`config.mk`:
```
export PLATFORM = sky130hd
export DESIGN_NAME = piso_serializer
export DESIGN_NICKNAME = d
export VERILOG_FILES = /design/src/rtl/piso_pkg.sv /design/src/rtl/piso_bit_counter.sv /design/src/rtl/piso_serializer.sv
export SDC_FILE = /design/constraint.sdc
export NUM_CORES = 1
export LEC_CHECK = 0
export CAP_MARGIN = 40
export CELL_PAD_IN_SITES_DETAIL_PLACEMENT = 0
export CELL_PAD_IN_SITES_GLOBAL_PLACEMENT = 1
export CORE_AREA = 5 5 42 44
export DETAILED_ROUTE_END_ITERATION = 10
export DIE_AREA = 0 0 47 49
export GPL_TIMING_DRIVEN = 0
export HOLD_SLACK_MARGIN = 0.08
export PLACE_DENSITY_LB_ADDON = 0.1
export SYNTH_ARGS = -nofsm -noshare
export SYNTH_HDL_FRONTEND = slang
export SYNTH_SLANG_ARGS = --single-unit
```
`constraint.sdc`:
```
create_clock -name clk -period 3.9 [get_ports clk]
set_input_delay 0.78 -clock clk [delete_from_list [all_inputs] [get_ports clk]]
set_output_delay 0.78 -clock clk [all_outputs]
set_load 0.1 [all_outputs]
```
`src/rtl/piso_pkg.sv`:
```
// Shared types and constants for the parallel-in/serial-out serializer.
// PISO_PARITY_EN (optional) adds an even-parity bit after the data bits.
package piso_pkg;

   localparam int PISO_WIDTH_DEF = 4;

   typedef enum logic [1:0] {
      IDLE   = 2'd0,
      SHIFT  = 2'd1,
      PARITY = 2'd2
   } piso_state_t;

endpackage

```
`src/rtl/piso_bit_counter.sv`:
```
// Loadable down-counter with zero flag; loads WIDTH-1 and stops at 0 (never wraps).
module piso_bit_counter
   import piso_pkg::*;
#(
   parameter int WIDTH = PISO_WIDTH_DEF
) (
   input  logic clk,
   input  logic reset_n,
   input  logic load,
   input  logic dec,
   output logic zero
);

   localparam int CW = $clog2(WIDTH);

   logic [CW-1:0] count;

   always_ff @(posedge clk or negedge reset_n) begin
      if (!reset_n) begin
         count <= '0;
      end else if (load) begin
         count <= CW'(WIDTH - 1);
      end else if (dec && (count != '0)) begin
         count <= count - 1'b1;
      end
   end

   assign zero = (count == '0);

endmodule

```
`src/rtl/piso_serializer.sv`:
```
// MSB-first parallel-in/serial-out serializer with valid/ready input handshake.
// Build option PISO_PARITY_EN appends an even-parity bit as the last frame bit.
module piso_serializer
   import piso_pkg::*;
#(
   parameter int WIDTH = PISO_WIDTH_DEF
) (
   input  logic             clk,
   input  logic             reset_n,
   input  logic [WIDTH-1:0] din,
   input  logic             din_valid,
   output logic             din_ready,
   output logic             sdo,
   output logic             sdo_valid,
   output logic             sdo_last,
   output logic [1:0]       state_dbg
);

   // Handshake: a word transfers on a rising edge where din_valid and din_ready
   // are both 1. din_ready depends on state/counter only, so upstream may hold
   // din_valid with a stable din until that edge.

   piso_state_t      state;
   piso_state_t      state_nxt;
   logic [WIDTH-1:0] shreg;
   logic             cnt_zero;
   logic             accept;

   assign accept    = din_valid & din_ready;
   assign state_dbg = state;

   piso_bit_counter #(.WIDTH(WIDTH)) u_bit_counter (
      .clk     (clk),
      .reset_n (reset_n),
      .load    (accept),
      .dec     (state == SHIFT),
      .zero    (cnt_zero)
   );

`ifdef PISO_PARITY_EN
   logic par;

   always_ff @(posedge clk or negedge reset_n) begin
      if (!reset_n) begin
         par <= 1'b0;
      end else if (accept) begin
         par <= 1'b0;
      end else if (state == SHIFT) begin
         par <= par ^ shreg[WIDTH-1];
      end
   end
`endif

   always_ff @(posedge clk or negedge reset_n) begin
      if (!reset_n) begin
         state <= IDLE;
         shreg <= '0;
      end else begin
         state <= state_nxt;
         if (accept) begin
            shreg <= din;
         end else if (state == SHIFT) begin
            shreg <= {shreg[WIDTH-2:0], 1'b0};
         end
      end
   end

   // Serial outputs derive from registered state only; the final frame cycle
   // doubles as the load slot so held din_valid gives gap-free frames.
   always_comb begin
      state_nxt = state;
      din_ready = 1'b0;
      sdo       = 1'b0;
      sdo_valid = 1'b0;
      sdo_last  = 1'b0;
      case (state)
         IDLE: begin
            din_ready = 1'b1;
            if (din_valid) state_nxt = SHIFT;
         end
         SHIFT: begin
            sdo       = shreg[WIDTH-1];
            sdo_valid = 1'b1;
            if (cnt_zero) begin
`ifdef PISO_PARITY_EN
               state_nxt = PARITY;
`else
               sdo_last  = 1'b1;
               din_ready = 1'b1;
               state_nxt = din_valid ? SHIFT : IDLE;
`endif
            end
         end
         PARITY: begin
`ifdef PISO_PARITY_EN
            sdo       = par;
            sdo_valid = 1'b1;
            sdo_last  = 1'b1;
            din_ready = 1'b1;
            state_nxt = din_valid ? SHIFT : IDLE;
`else
            state_nxt = IDLE;
`endif
         end
         default: state_nxt = IDLE;
      endcase
   end

endmodule

```
=== Word level (Yosys, flattened, before mapping) ===
Cells that the tools add are included.

* Bits in registers: 8
* Bits in latches: 0
* Memory bits (writable): 0
* ROM bits: 0
* Input bits: 7
* Output and inout port bits: 6
* Logic and storage cells: 28
* Memories kept: 0

* Add/sub/neg operators: 1
* $mul: 0
* Divide/modulo/power cells: 0
* Order comparisons: 0
* Eq/ne operators: 3
* Shifts and indexed selects: 0
* Muxes and demuxes: 13
* Bitwise operators: 1
* Reductions and logical operators: 7

{| class="wikitable"
|+ Operators by type and width
! cell !! count
|-
| 2-to-1 mux 2 bit || 4
|-
| 2-to-1 mux 4 bit || 2
|-
| nonzero test 2 bit || 3
|-
| 2-to-1 mux 1 bit || 5
|-
| zero test 2 bit || 2
|-
| inequality test 2 bit, second input constant || 2
|-
| one-hot mux 2 bit (2 select lines) || 1
|-
| == test 2 x 1 -> 1 bit, second input constant || 1
|-
| one-hot mux 1 bit (2 select lines) || 1
|-
| AND reduction 2 bit || 1
|-
| subtractor 2 x 1 -> 2 bit, second input constant || 1
|-
| AND 1 bit || 1
|-
| logical AND 1 bit || 1
|}

=== Longest topological paths before layout ===
* Word-level depth: 5
* Mapped depth: 6
* Mapped depth without buffers: 5

=== By module ===
From an unflattened synthesis, not the netlist that was laid out.

* Cell total of the unflattened synthesis: 43
* Area, all modules: 429.2 um^2

{| class="wikitable"
|+ Modules (own cells, without submodules)
! module !! times used !! cells each !! area each (um^2) !! sequential area each (um^2)
|-
| piso_serializer || 1 || 31 || 305.3 || 125.1
|-
| piso_bit_counter || 1 || 12 || 123.9 || 50.0
|}

=== Worst setup path before layout ===
OpenSTA, ideal clock, no wires.

* Path type: register to output
* Start point: register state[0], in the netlist state_dbg[0]
* End point: output port sdo
* Data arrival time: 1.906 ns
* Data required time: 3.120 ns
* Path slack: 1.214 ns
* Cell stages (with the launch flop): 2
* Path buffers: 0
* Cell sequence: dfrtp_1 -> and2_1

* Longest elaborated chain between the ends: 2

{| class="wikitable"
|+ RTL lines
! element !! line !! source
|-
| start: declaration || piso_serializer.sv:23 || <nowiki>piso_state_t state;</nowiki>
|-
| start signal: assignment || piso_serializer.sv:59 || <nowiki>state <= state_nxt;</nowiki>
|-
| == test 2 x 1 -> 1 bit || piso_serializer.sv:76 || <nowiki>case (state)</nowiki>
|-
| 2-to-1 mux 1 bit || piso_serializer.sv:76 ||
|-
| end: declaration || piso_serializer.sv:13 || <nowiki>output logic sdo,</nowiki>
|}

Every way passes these cells.

=== Final worst setup path ===
* Start point: register u_bit_counter.count[0]
* End point: output port din_ready

* Longest elaborated chain between the ends: 3

{| class="wikitable"
|+ RTL lines
! element !! line !! source
|-
| start: declaration || piso_bit_counter.sv:16 || <nowiki>logic [CW-1:0] count;</nowiki>
|-
| start signal: assignment || piso_bit_counter.sv:22 || <nowiki>count <= CW'(WIDTH - 1);</nowiki>
|-
| start signal: assignment || piso_bit_counter.sv:24 || <nowiki>count <= count - 1'b1;</nowiki>
|-
| zero test 2 bit || piso_bit_counter.sv:28 || <nowiki>assign zero = (count == '0);</nowiki>
|-
| 2-to-1 mux 1 bit || piso_serializer.sv:84 || <nowiki>if (cnt_zero) begin</nowiki>
|-
| one-hot mux 1 bit (2 select lines) || piso_serializer.sv:76 ||
|-
| end: declaration || piso_serializer.sv:12 || <nowiki>output logic din_ready,</nowiki>
|}

Every way passes these cells.

==> results.cfg <==
[worst_setup_path]
reg2reg_slack_ns = 2.61
reg2reg_to = u_bit_counter.count[0]
timing.rr.start = u_bit_counter.count[0]
critical_path_arrival_ns = 1.84
reg2regPathDepth = 5
critical_path.slowest_cell = clkdlybuf4s50_1
slowest_delay_ns = 0.51
required_ns = 3.12
path_delay_family = buffers and inverters
crit_type = reg -> out
path_max_fanout = 10
start_kind = flop
startpoint = u_bit_counter.count[0]
crit_path_end_kind = output port
cp_cell_sequence = inv_1, ha_1, nand2b_2, buf_6, clkdlybuf4s50_1, buf_8
cp-endpoint = din_ready
cp.buffers_inverters = 4
cp_num_cells = 6

[clock_tree]
path_clk_slew_ns = 0.05
root_buffer = clkbuf_4
cts_tree = yes
clk_path_buf_depth = 2
htreeDepth = 1
cts.sinks = 7
cts_inserted_buffers = 3
hold_buffers = 0
insertion_delay_ns = 0.25
cts_setup_buffers = 0
cts_resized = 0

[global_route]
grt_max_degree = 11
grt_use_total_pct = 8.723
grt_pass1_wl_mm = 1.428
grt_pass1_vias = 328
grt_overflow = 0
antenna_found_initial = 0

[hold_path]
min_path_type = reg -> reg
hold_path.startpoint = u_bit_counter.count[1]
min_path_cells = 2

[timing]
fin_crit_ns = 2.625
finalSetupViolCount = 0
rsz0062_at_grt = no
post-route-period-util_pct = 67.30
fin_hold_ws_ns = 0.5208
timing.fmax_mhz = 381.0
slew_viol_final = 0
setup_tns_ns = 0
fin_worst_skew_ns = 0.0001926
hold_violations = 0

[logic_synthesis]
synth_top_area_share_pct = 46.67
synthTopCellsByCount = dfrtp_1 (7), inv_1 (5), a31oi_1 (3), mux2_1 (3), o22ai_1 (3)
syn_nets = 44
syn_avg_cell_area_sq_um = 10.43
syn_inst = 36
ys_seq_elements = 7
ys_types = 18
ys_async_sr_fraction_pct = 100.0
yosysTopAreaCell = dfrtp_1
netlist_area_sq_um = 375.4
ys.flop_type = dfrtp_1
yosysWarnings = 0
synth_edf_count = 0
synthTopCellsByArea = dfrtp_1 (47%), mux2_1 (9.0%), a31oi_1 (5.0%)
synth-seq-area-share_pct = 46.67
yosysMostFrequentCell = dfrtp_1

[placement]
dp.final_hpwl_um = 638.3
placed_cells = 67
portBuffers = 10
place_congestion = 0.7209

[run]
maxCapViolCount = 0

[die]
die_x_um = 47
io_pins = 13
core.rowCount = 14
initial_core_util_pct = 26.79
die_area_sq_um = 2303
core_sq_um = 1401
fp.dieH_um = 49

[route]
drtAntennaViolNets = 0
drt-total-wl_um = 829
firstDrtPassIters = 2
drcViolationCount = 0
num_vias = 314
via_per_inst = 4.423
drt_iter0_drc = 2
post_drt_wl_per_cell_um = 11.68

[finish]
stdcell_count = 71
nets = 64
syn_to_final_growth_pct = 59.00
drive_gt1_share_pct = 25.45
diodes = 0

[run_status]
status = finished clean
-- kinds of logic (layout without fill, tap and decap cells) --
logic type | after synthesis | count (layout) | synth area share (%)
compound gates | 9 | 9 | 15.33
simple gates | 5 | 5 | 8.333
mux | 4 | 4 | 12.00
flops | 7 | 7 | 46.67
buf+inv | 9 | 28 | 13.33
other cells | 1 | 1 | 0.9990
fa+ha+maj | 1 | 1 | 3.333
-- layout make-up --
type                       instances  area [sq um]
multi-input combinational         20         150.1
timing repair buffer              15         175.2
buffer                             4         31.28
sequential                         7         175.2
tap                               16         20.02
clock buffer                       4         26.28
inverter                           5         18.77
fill                             136         804.5
-- layer usage --
layer  GRT usage (%)  up-vias  routed length [um]
met5               0        -                   0
met4           4.147        0                  18
met3           3.690        3                  58
met2           12.44       10                 402
met1           11.01      143                 349
li1                -      158                   -
-- through the flow --
stage / util [%] / worst slack [ns] / area [sq um]
floorplan: - / 1.214 / 375.4
global placement: 35.36 / 1.125 / 495.5
detailed placement: 40.71 / 1.538 / 570.5
CTS: 42.59 / 1.257 / 596.8
global route: 42.59 / 1.171 / 596.8
finish: 42.59 / 1.275 / 596.8
-- placed cells by master (no fill, tap or decap) --
cell type,n
o21ai_1,1
nand2b_2,1
dfrtp_1,7
nor2_1,1
buf_4,2
buf_2,1
nand2b_1,1
a32o_1,1
a31oi_1,3
clkdlybuf4s50_1,10
and2_1,2
clkbuf_4,3
buf_8,5
buf_6,1
o21ai_0,1
inv_1,5
ha_1,1
clkbuf_1,1
mux2_2,1
conb_1,1
mux2_1,3
o22ai_1,3
-- tightest hold or removal path: stages, from the launching register on --
cell and delay [ns]:
dfrtp_1 0.33, o21ai_0 0.08, o21ai_1 0.07
-- state kept, by name (all words and copies together) (netlist names) --
signal / count
state_dbg: 1
shreg: 4
u_bit_counter.count: 2
-- worst min path at each step --
stage                                         to  slack, ns
after global placement    u_bit_counter.count[1]       0.49
after detailed placement  u_bit_counter.count[1]       0.51
after CTS                 u_bit_counter.count[1]       0.53
after global routing      u_bit_counter.count[1]       0.54
final                     u_bit_counter.count[1]       0.52
after floorplan           u_bit_counter.count[1]       0.47
Power is not shown: default switching activity piles up to over one toggle a cycle in this logic, so the estimate is an artifact.
